File: src/rtl/pipe_stage_reg.sv
// Elastic pipeline-stage register: valid/ready handshake, bubble-inserting flush,
// optional 2-entry skid buffer and a saturating starvation counter.
module pipe_stage_reg #(
    parameter int DATA_W = 32,
    parameter int CTRL_W = 12,
    parameter int SKID   = 1,
    parameter int CNT_W  = 16
) (
    input  logic              clk,
    input  logic              reset,
    input  logic              flush,
    input  logic              inValid,
    output logic              inReady,
    input  logic [DATA_W-1:0] inData,
    input  logic [CTRL_W-1:0] inCtrl,
    output logic              outValid,
    input  logic              outReady,
    output logic [DATA_W-1:0] outData,
    output logic [CTRL_W-1:0] outCtrl,
    output logic [CNT_W-1:0]  bubbleCount
);

    logic              in_ready_w;
    logic              in_fire;
    logic              out_fire;
    logic              out_valid_q;
    logic [DATA_W-1:0] head_data_q;
    logic [CTRL_W-1:0] head_ctrl_q;
    logic [CNT_W-1:0]  bubble_q;
    logic [CNT_W-1:0]  bubble_d;

    assign in_fire     = inValid & in_ready_w;
    assign out_fire    = out_valid_q & outReady;
    assign inReady     = in_ready_w;
    assign outValid    = out_valid_q;
    assign outData     = head_data_q;
    // Gate control so a bubble always looks like a NOP downstream.
    assign outCtrl     = out_valid_q ? head_ctrl_q : '0;
    assign bubbleCount = bubble_q;

    generate
        if (SKID != 0) begin : g_skid
            typedef enum logic [1:0] {
                EMPTY = 2'd0,
                ONE   = 2'd1,
                FULL  = 2'd2
            } state_t;

            state_t            state_q, state_d;
            logic              in_ready_q, in_ready_d;
            logic              out_valid_d;
            logic [DATA_W-1:0] head_data_d, skid_data_q, skid_data_d;
            logic [CTRL_W-1:0] head_ctrl_d, skid_ctrl_q, skid_ctrl_d;

            // The flop holds "not FULL"; the reset term keeps inReady low during reset.
            assign in_ready_w = reset & in_ready_q;

            always_comb begin
                // NOTE: every signal gets a default first, so no path can infer a latch.
                state_d     = state_q;
                head_data_d = head_data_q;
                head_ctrl_d = head_ctrl_q;
                skid_data_d = skid_data_q;
                skid_ctrl_d = skid_ctrl_q;
                case (state_q)
                    EMPTY: begin
                        if (in_fire) begin
                            state_d     = ONE;
                            head_data_d = inData;
                            head_ctrl_d = inCtrl;
                        end
                    end
                    ONE: begin
                        if (in_fire && out_fire) begin
                            head_data_d = inData;
                            head_ctrl_d = inCtrl;
                        end else if (in_fire) begin
                            state_d     = FULL;
                            skid_data_d = inData;
                            skid_ctrl_d = inCtrl;
                        end else if (out_fire) begin
                            state_d = EMPTY;
                        end
                    end
                    FULL: begin
                        if (out_fire) begin
                            state_d     = ONE;
                            head_data_d = skid_data_q;
                            head_ctrl_d = skid_ctrl_q;
                        end
                    end
                    default: state_d = EMPTY;
                endcase
                // Flush drops everything; payload registers keep their old contents.
                if (flush) begin
                    state_d     = EMPTY;
                    head_data_d = head_data_q;
                    head_ctrl_d = head_ctrl_q;
                    skid_data_d = skid_data_q;
                    skid_ctrl_d = skid_ctrl_q;
                end
                out_valid_d = (state_d != EMPTY);
                in_ready_d  = (state_d != FULL);
            end

            always_ff @(posedge clk or negedge reset) begin
                if (!reset) begin
                    // NOTE: payload registers are reset too, since outData must read 0 out of reset.
                    state_q     <= EMPTY;
                    in_ready_q  <= 1'b1;
                    out_valid_q <= 1'b0;
                    head_data_q <= '0;
                    head_ctrl_q <= '0;
                    skid_data_q <= '0;
                    skid_ctrl_q <= '0;
                end else begin
                    // NOTE: non-blocking assignments so every flop samples pre-edge values.
                    state_q     <= state_d;
                    in_ready_q  <= in_ready_d;
                    out_valid_q <= out_valid_d;
                    head_data_q <= head_data_d;
                    head_ctrl_q <= head_ctrl_d;
                    skid_data_q <= skid_data_d;
                    skid_ctrl_q <= skid_ctrl_d;
                end
            end
        end else begin : g_single
            logic              out_valid_d;
            logic [DATA_W-1:0] head_data_d;
            logic [CTRL_W-1:0] head_ctrl_d;

            assign in_ready_w = reset & (~out_valid_q | outReady);

            always_comb begin
                out_valid_d = out_valid_q;
                head_data_d = head_data_q;
                head_ctrl_d = head_ctrl_q;
                if (in_fire) begin
                    out_valid_d = 1'b1;
                    head_data_d = inData;
                    head_ctrl_d = inCtrl;
                end else if (out_fire) begin
                    out_valid_d = 1'b0;
                end
                if (flush) begin
                    out_valid_d = 1'b0;
                    head_data_d = head_data_q;
                    head_ctrl_d = head_ctrl_q;
                end
            end

            always_ff @(posedge clk or negedge reset) begin
                if (!reset) begin
                    out_valid_q <= 1'b0;
                    head_data_q <= '0;
                    head_ctrl_q <= '0;
                end else begin
                    out_valid_q <= out_valid_d;
                    head_data_q <= head_data_d;
                    head_ctrl_q <= head_ctrl_d;
                end
            end
        end
    endgenerate

    // Starvation counter: downstream ready but nothing to give it; saturates, ignores flush.
    always_comb begin
        bubble_d = bubble_q;
        if (outReady && !out_valid_q && (bubble_q != {CNT_W{1'b1}})) begin
            bubble_d = bubble_q + CNT_W'(1);
        end
    end

    always_ff @(posedge clk or negedge reset) begin
        if (!reset) begin
            bubble_q <= '0;
        end else begin
            bubble_q <= bubble_d;
        end
    end

endmodule

File: config.mk
export PLATFORM = sky130hd
export DESIGN_NAME = pipe_stage_reg
export DESIGN_NICKNAME = d
export VERILOG_FILES = /design/src/rtl/pipe_stage_reg.sv
export SDC_FILE = /design/constraint.sdc
export NUM_CORES = 1
export LEC_CHECK = 0
export CAP_MARGIN = 20
export CELL_PAD_IN_SITES_DETAIL_PLACEMENT = 1
export CELL_PAD_IN_SITES_GLOBAL_PLACEMENT = 1
export CORE_UTILIZATION = 36
export DETAILED_ROUTE_END_ITERATION = 10
export PLACE_DENSITY_LB_ADDON = 0.08
export SYNTH_ARGS = -nofsm -noshare
export SYNTH_HDL_FRONTEND = slang
export SYNTH_SLANG_ARGS = --single-unit
File: constraint.sdc
create_clock -name clk -period 1.84 [get_ports clk]
set_input_delay 0.368 -clock clk [delete_from_list [all_inputs] [get_ports clk]]
set_output_delay 0.368 -clock clk [all_outputs]
set_load 0.05 [all_outputs]
==> summary.txt, run 1 <==
Drt
  • Final ANT Viol Nets: 0
  • Via-to-Cell Ratio: 4.82
  • Routed WL: 11.9 mm
  • Vias: 3617
  • DRC viols: 0
  • TritonRoute pass-1 iters: 4
  • Iteration-0 DRC Markers: 128
  • DR WL/cell: 15.9 µm

Setup path
  • FF-to-FF End: g_skid.skid_data_q[6]
  • CP required: 2.07 ns
  • Startpoint Class: register
  • Reg2Reg Depth: 5
  • Critical Path Slowest Stage Cell: dfrtp_1
  • Critical path class: register to register
  • R2r setup slk: 0.07 ns
  • CP cell instances: a21bo_4, nor4_4, buf_4, buf_12, mux2_2
  • CP max stage delay: 0.41 ns
  • Worst setup EP type: register
  • Crit Path Max Fanout: 11
  • RR Startpoint: g_skid.state_q[0]
  • CP Data Arrival Time: 2.00 ns

STA
  • Fin. max-slew vios: 0
  • Final min period: 1.77 ns
  • Setup TNS: 0 ns
  • # setup viols final: 0
  • Skew final: 0.00650 ns
  • Final Hold Violating Endpoints: 0
  • WHS: 0.0844 ns
  • RSZ-0062 raised after global routing: no
  • Worst Tran Pin Value: 0.555 ns
  • Worst rel slew slack: 63.0%
  • FMAX: 0.566 GHz
  • Tcrit/Tclk final: 96.1%

CTS
  • Post-CTS setup buffers: 0
  • Clock Latency Late Sink: 0.35 ns
  • CTS buffer count: 9
  • CTS tree: yes
  • Clk buf depth: 2
  • Clk sinks: 108
  • Clk slew on worst S/H paths: 0.07 ns
  • Root buf cell: clkbuf_16
  • H-tree depth: 3

Floorplanning
  • Die height: 120 µm
  • Die Wd: 120 µm
  • Initial Util: 37.5%
  • Site Rows: 42
  • CORE AREA: 0.0134 mm²
  • Die area: 0.0144 mm²
  • Io pins: 111

Global route
  • GR peak layer: met2
  • M2 GR Usage: 30.5%
  • Global route total overflow: 0
  • First-pass GRT wire length: 20.1 mm
  • GRT Resource Usage Total: 18.0%
  • M1 GR Usage: 22.1%
  • Largest net degree at the start of global routing: 46
  • Grt met3 use: 5.47%
  • Vias in the first global route: 3977
  • Initial antenna violation count: 0

Worst hold path
  • Hold Crit Class: input pin to asynchronous set/reset pin

Synth
  • Syn nets: 492
  • Post-synthesis sequential area ratio: 53.8%
  • EDFF count, synth: 0
  • Post-Syn Instances: 442
  • Syn_area_per_cell: 11.4 µm²
  • Synth warn: 0
  • Main synth FF type: dfrtp_1
  • Post-Syn Area: 0.00502 mm²
  • FFs w/ async S/R, synth: 100%
  • Number of synthesized register bits: 108
  • Post-synth cell types: 35

Power and ir drop
  • Peak supply drop: 0.571 mV
  • Overall power: 0.00839 W
  • Leak: 3.26 nW
  • PD cells: 1230 mW/mm²

Place
  • Post-DP HPWL: 8.26 mm
  • Placed Area: 0.00647 mm²
  • Routability-driven placement congestion ratio: 0.760
  • Number of port buffers: 110

Finish
  • Share of layout cells above drive strength 1: 35.9%
  • Nets@finish: 619
  • Ant. Diodes: 0
  • Area growth syn-to-layout: 36.3%
  • Cell area after layout: 0.00685 mm²

Flow run
  • Max-cap viol count: 0

Outcome
  • Run status: finished clean
## critical path: cells and delay by family (launching register included)
| family | cells | cell delay [ns] |
|---|---|---|
| buffers and inverters | 2 | 0.33 |
| muxes | 1 | 0.33 |
| DFF | 1 | 0.41 |
| and+or+nand+nor | 1 | 0.30 |
| AOI/OAI and AO/OA | 1 | 0.28 |
## worst max-delay path by stage
stage,start,to,cells after the start
6_report,g_skid.state_q[0],g_skid.skid_data_q[6],5
5_1_grt,g_skid.state_q[0],g_skid.skid_data_q[0],5
4_1_cts,outValid,outData[4],6
3_5_place_dp,outReady,g_skid.skid_data_q[19],5
3_3_place_gp,outReady,g_skid.skid_data_q[19],5
2_1_floorplan,outValid,g_skid.skid_ctrl_q[10],4
## cells in the final DEF (no fill, tap or decap), types with 4 or more instances in the layout
master           count
nor2_1               5
buf_12              19
nand3_1             11
mux2_4               9
and3_1               6
mux2_2              80
xnor2_1              9
dfrtp_1            104
and4_1               4
and2_1              14
buf_4               69
nand4_1              7
nand2_1            139
clkdlybuf4s50_1     46
clkbuf_16            9
## flip-flops by register name, summed over array words and instances (netlist names)
signal / flops
g_skid.skid_data_q: 32
outValid: 1
head_ctrl_q: 12
bubbleCount: 16
g_skid.skid_ctrl_q: 12
g_skid.in_ready_q: 1
outData: 32
g_skid.state_q: 2
## metrics by stage
| stage | std cells | setup WS (ns) | utilization [%] |
|---|---|---|---|
| CTS | 750 | 0.0644 | 51.1 |
| global route | 750 | 0.000581 | 51.1 |
| global placement | 732 | -0.437 | 48.3 |
| finish | 750 | 0.0717 | 51.1 |
| floorplan | 442 | -0.119 | - |
| detailed placement | 732 | -0.473 | 48.3 |
## area by class of cell
cell class                 count  area (µm²)
fill                        1435        6560
sequential                   108        2710
multi-input combinational    309        2160
timing repair buffer         138        1400
clock buffer                  10         239
tap                          176         220
clock inverter                 6         109
inverter                       3        11.3
## synth_stat cells (2+ instances only)
cell      number  area share [%]
clkbuf_1      12            0.90
a21oi_1        3            0.30
mux2_2        80              18
dfrtp_1      107              53
nor2_1         5            0.37
xnor2_1        9             1.6
and2_1        15             1.9
and3_1         6            0.75
o21a_1         3            0.45
inv_1          3            0.22
nand2_1      139              10
buf_6          7             1.6
and4_1         4            0.70
mux2_1         3            0.67
mux2_4         9             2.7
o21ai_0        2            0.20
nand3_1       11             1.1
nand4_1        7            0.87
## power breakdown
| group | internal [W] | switching, W | total (W) |
|---|---|---|---|
| combinational | 0.00115 | 0.00159 | 0.00274 |
| clock | 0.00137 | 0.000888 | 0.00226 |
| sequential | 0.00299 | 0.000400 | 0.00339 |
## logic make-up after synthesis
| kind of cell | after synthesis | share of synthesized area [%] |
|---|---|---|
| compound gates | 13 | 2.22 |
| flops | 108 | 53.9 |
| mux | 92 | 21.3 |
| fa+ha+maj | 1 | 0.249 |
| buf+inv | 25 | 3.24 |
| xor+xnor | 9 | 1.57 |
| simple gates | 194 | 17.6 |
## layer usage
| layer | up-vias | part of all wire, % |
|---|---|---|
| met1 | 1810 | 45 |
| met5 | - | 0 |
| li1 | 1729 | - |
| met2 | 69 | 49 |
| met4 | 0 | 1.0 |
| met3 | 9 | 4.8 |
## repair_timing
item                       CTS  global route
resized for setup            2             2
setup endpoints to repair   42            10
hold endpoints to repair     2             0
hold buffers                 2             0
(Power assumes the default switching activity.)
==> run 2, diff against run 1 <==
--- a/config.mk
+++ b/config.mk
@@ -11,6 +11,7 @@
 export CORE_UTILIZATION = 36
 export DETAILED_ROUTE_END_ITERATION = 10
 export PLACE_DENSITY_LB_ADDON = 0.08
+export SKIP_CTS_REPAIR_TIMING = 1
 export SYNTH_ARGS = -nofsm -noshare
 export SYNTH_HDL_FRONTEND = slang
 export SYNTH_SLANG_ARGS = --single-unit
==> constraint.sdc (replaced) <==
create_clock -name clk -period 1.84 [get_ports clk]
set_input_delay 0.276 -clock clk [delete_from_list [all_inputs] [get_ports clk]]
set_output_delay 0.276 -clock clk [all_outputs]
set_load 0.05 [all_outputs]
==> run 2 against run 1 <==
- the run now ends with negative setup slack left
- flip-flop and latch count unchanged
- combinational power up 4%
- critical path depth up 1
- critical path type unchanged
- largest cell class unchanged
==> summary.txt, run 2 (synthesized netlist as in run 1, its figures left out) <==
Floorplanning
  • Die area: 0.0144 mm²
  • Die Wd: 120 µm
  • CORE AREA: 0.0134 mm²
  • Site Rows: 42
  • Initial Util: 37.5%
  • Io pins: 111
  • Die height: 120 µm

Global route
  • Vias in the first global route: 3991
  • Initial antenna violation count: 0
  • Global route total overflow: 0
  • Largest net degree at the start of global routing: 92
  • GRT Resource Usage Total: 18.4%
  • First-pass GRT wire length: 20.5 mm

Finish
  • Non-Filler Instances: 755
  • Share of layout cells above drive strength 1: 30.4%
  • Commonest non-fill, non-tap cell in the layout: nand2_1
  • Nets@finish: 624
  • Layout Utilization: 52.6%
  • Ant. Diodes: 0
  • Area growth syn-to-layout: 40.5%
  • Highest-count cells in the layout ignoring fill and taps: nand2_1 (139), dfrtp_1 (103), mux2_2 (79)
  • Cell area after layout: 0.00705 mm²
  • Layout fillers: 1413

Drt
  • Iteration-0 DRC Markers: 200
  • Final ANT Viol Nets: 0
  • DRC viols: 0
  • DR WL/cell: 17.0 µm
  • TritonRoute pass-1 iters: 4
  • Vias: 3704
  • Routed WL: 12.8 mm
  • Via-to-Cell Ratio: 4.91

Place
  • Routability-driven placement congestion ratio: 0.748
  • Pre-CTS WS: -0.354 ns
  • Post-DP HPWL: 8.42 mm
  • Number of port buffers: 110
  • Placed Area: 0.00654 mm²
  • DP Cell Count: 730

Setup path
  • Reg2Reg Depth: 6
  • CP Data Arrival Time: 2.08 ns
  • Critical path class: register to register
  • R2r setup slk: -0.007 ns
  • Startpoint Class: register
  • RR Startpoint: g_skid.in_ready_q
  • CP required: 2.08 ns
  • Worst setup EP type: register
  • Critical path origin: g_skid.in_ready_q
  • Crit Path Max Fanout: 9
  • FF-to-FF End: outData[1]

STA
  • Setup TNS: -0.0311 ns
  • Worst rel slew slack: 47.9%
  • FMAX: 0.541 GHz
  • RSZ-0062 raised after global routing: yes
  • # setup viols final: 9
  • Fin worst setup slack: -0.00707 ns
  • Fin. max-slew vios: 0
  • Final Hold Violating Endpoints: 0
  • Tcrit/Tclk final: 100%
  • Skew final: 0.00786 ns
  • Final min period: 1.85 ns
  • Worst Tran Pin Value: 0.780 ns

CTS
  • Root buf cell: clkbuf_16
  • Clk sinks: 108
  • Clk buf depth: 2
  • Clk slew on worst S/H paths: 0.07 ns
  • Clock Latency Late Sink: 0.35 ns
  • CTS tree: yes
  • H-tree depth: 3
  • CTS buffer count: 9

Power and ir drop
  • Peak supply drop: 0.689 mV
  • Leak: 3.43 nW
  • PD cells: 1170 mW/mm²

Outcome
  • Violated checks: negative setup slack
  • Run status: finished with violations

Flow run
  • Max-cap viol count: 0

Worst hold path
  • Hold Crit Class: input pin to asynchronous set/reset pin
## run 2: through the flow
stage	power, W	hold WS, ns
floorplan	0.00518	-0.0196
detailed placement	0.00628	0.356
global placement	0.00618	0.347
CTS	0.00836	-0.0328
global route	0.00868	0.0753
finish	0.00826	0.0293
## run 2: worst max-delay path by stage
stage                             end  slack (ns)  depth (start not counted)
2_1_floorplan  g_skid.skid_ctrl_q[10]       -0.12                          4
3_3_place_gp   g_skid.skid_data_q[21]       -0.32                          5
3_5_place_dp    g_skid.skid_data_q[7]       -0.35                          5
4_1_cts               bubbleCount[12]       -0.02                          1
5_1_grt                   outData[19]       -0.06                          6
6_report                   outData[1]      -0.007                          6
## run 2: worst max-delay path, cell delays in order (launching register included)
cell and delay [ns]:
dfstp_2 0.57, and4b_4 0.27, a22oi_4 0.09, nor2_4 0.18
buf_12 0.13, clkbuf_16 0.16, mux2_2 0.34
## run 2: cell type report
| class | count | area [µm²] | share of cell area [%] |
|---|---|---|---|
| clock buffer | 12 | 256 | 3.64 |
| clock inverter | 4 | 55.1 | 0.781 |
| inverter | 3 | 11.3 | 0.160 |
| multi-input combinational | 309 | 2180 | 30.9 |
| sequential | 108 | 2710 | 38.4 |
| tap | 176 | 220 | 3.12 |
| timing repair buffer | 143 | 1620 | 23.0 |
## run 2: report_power, final
group          leakage (nW)  switching (W)  total, W  internal [W]
clock                 0.150       0.000876   0.00202       0.00114
sequential             1.35       0.000409   0.00340       0.00299
combinational          1.93        0.00161   0.00284       0.00123
total                  3.43        0.00290   0.00826       0.00537
## run 2: routing by layer
layer  global-route usage, %  vias up  wire (µm)
met3                    5.28        9        530
met1                    22.3     1883       5660
met2                    32.1       69       6510
met4                    4.22        0        133
li1                        -     1743          -
met5                       0        -          0
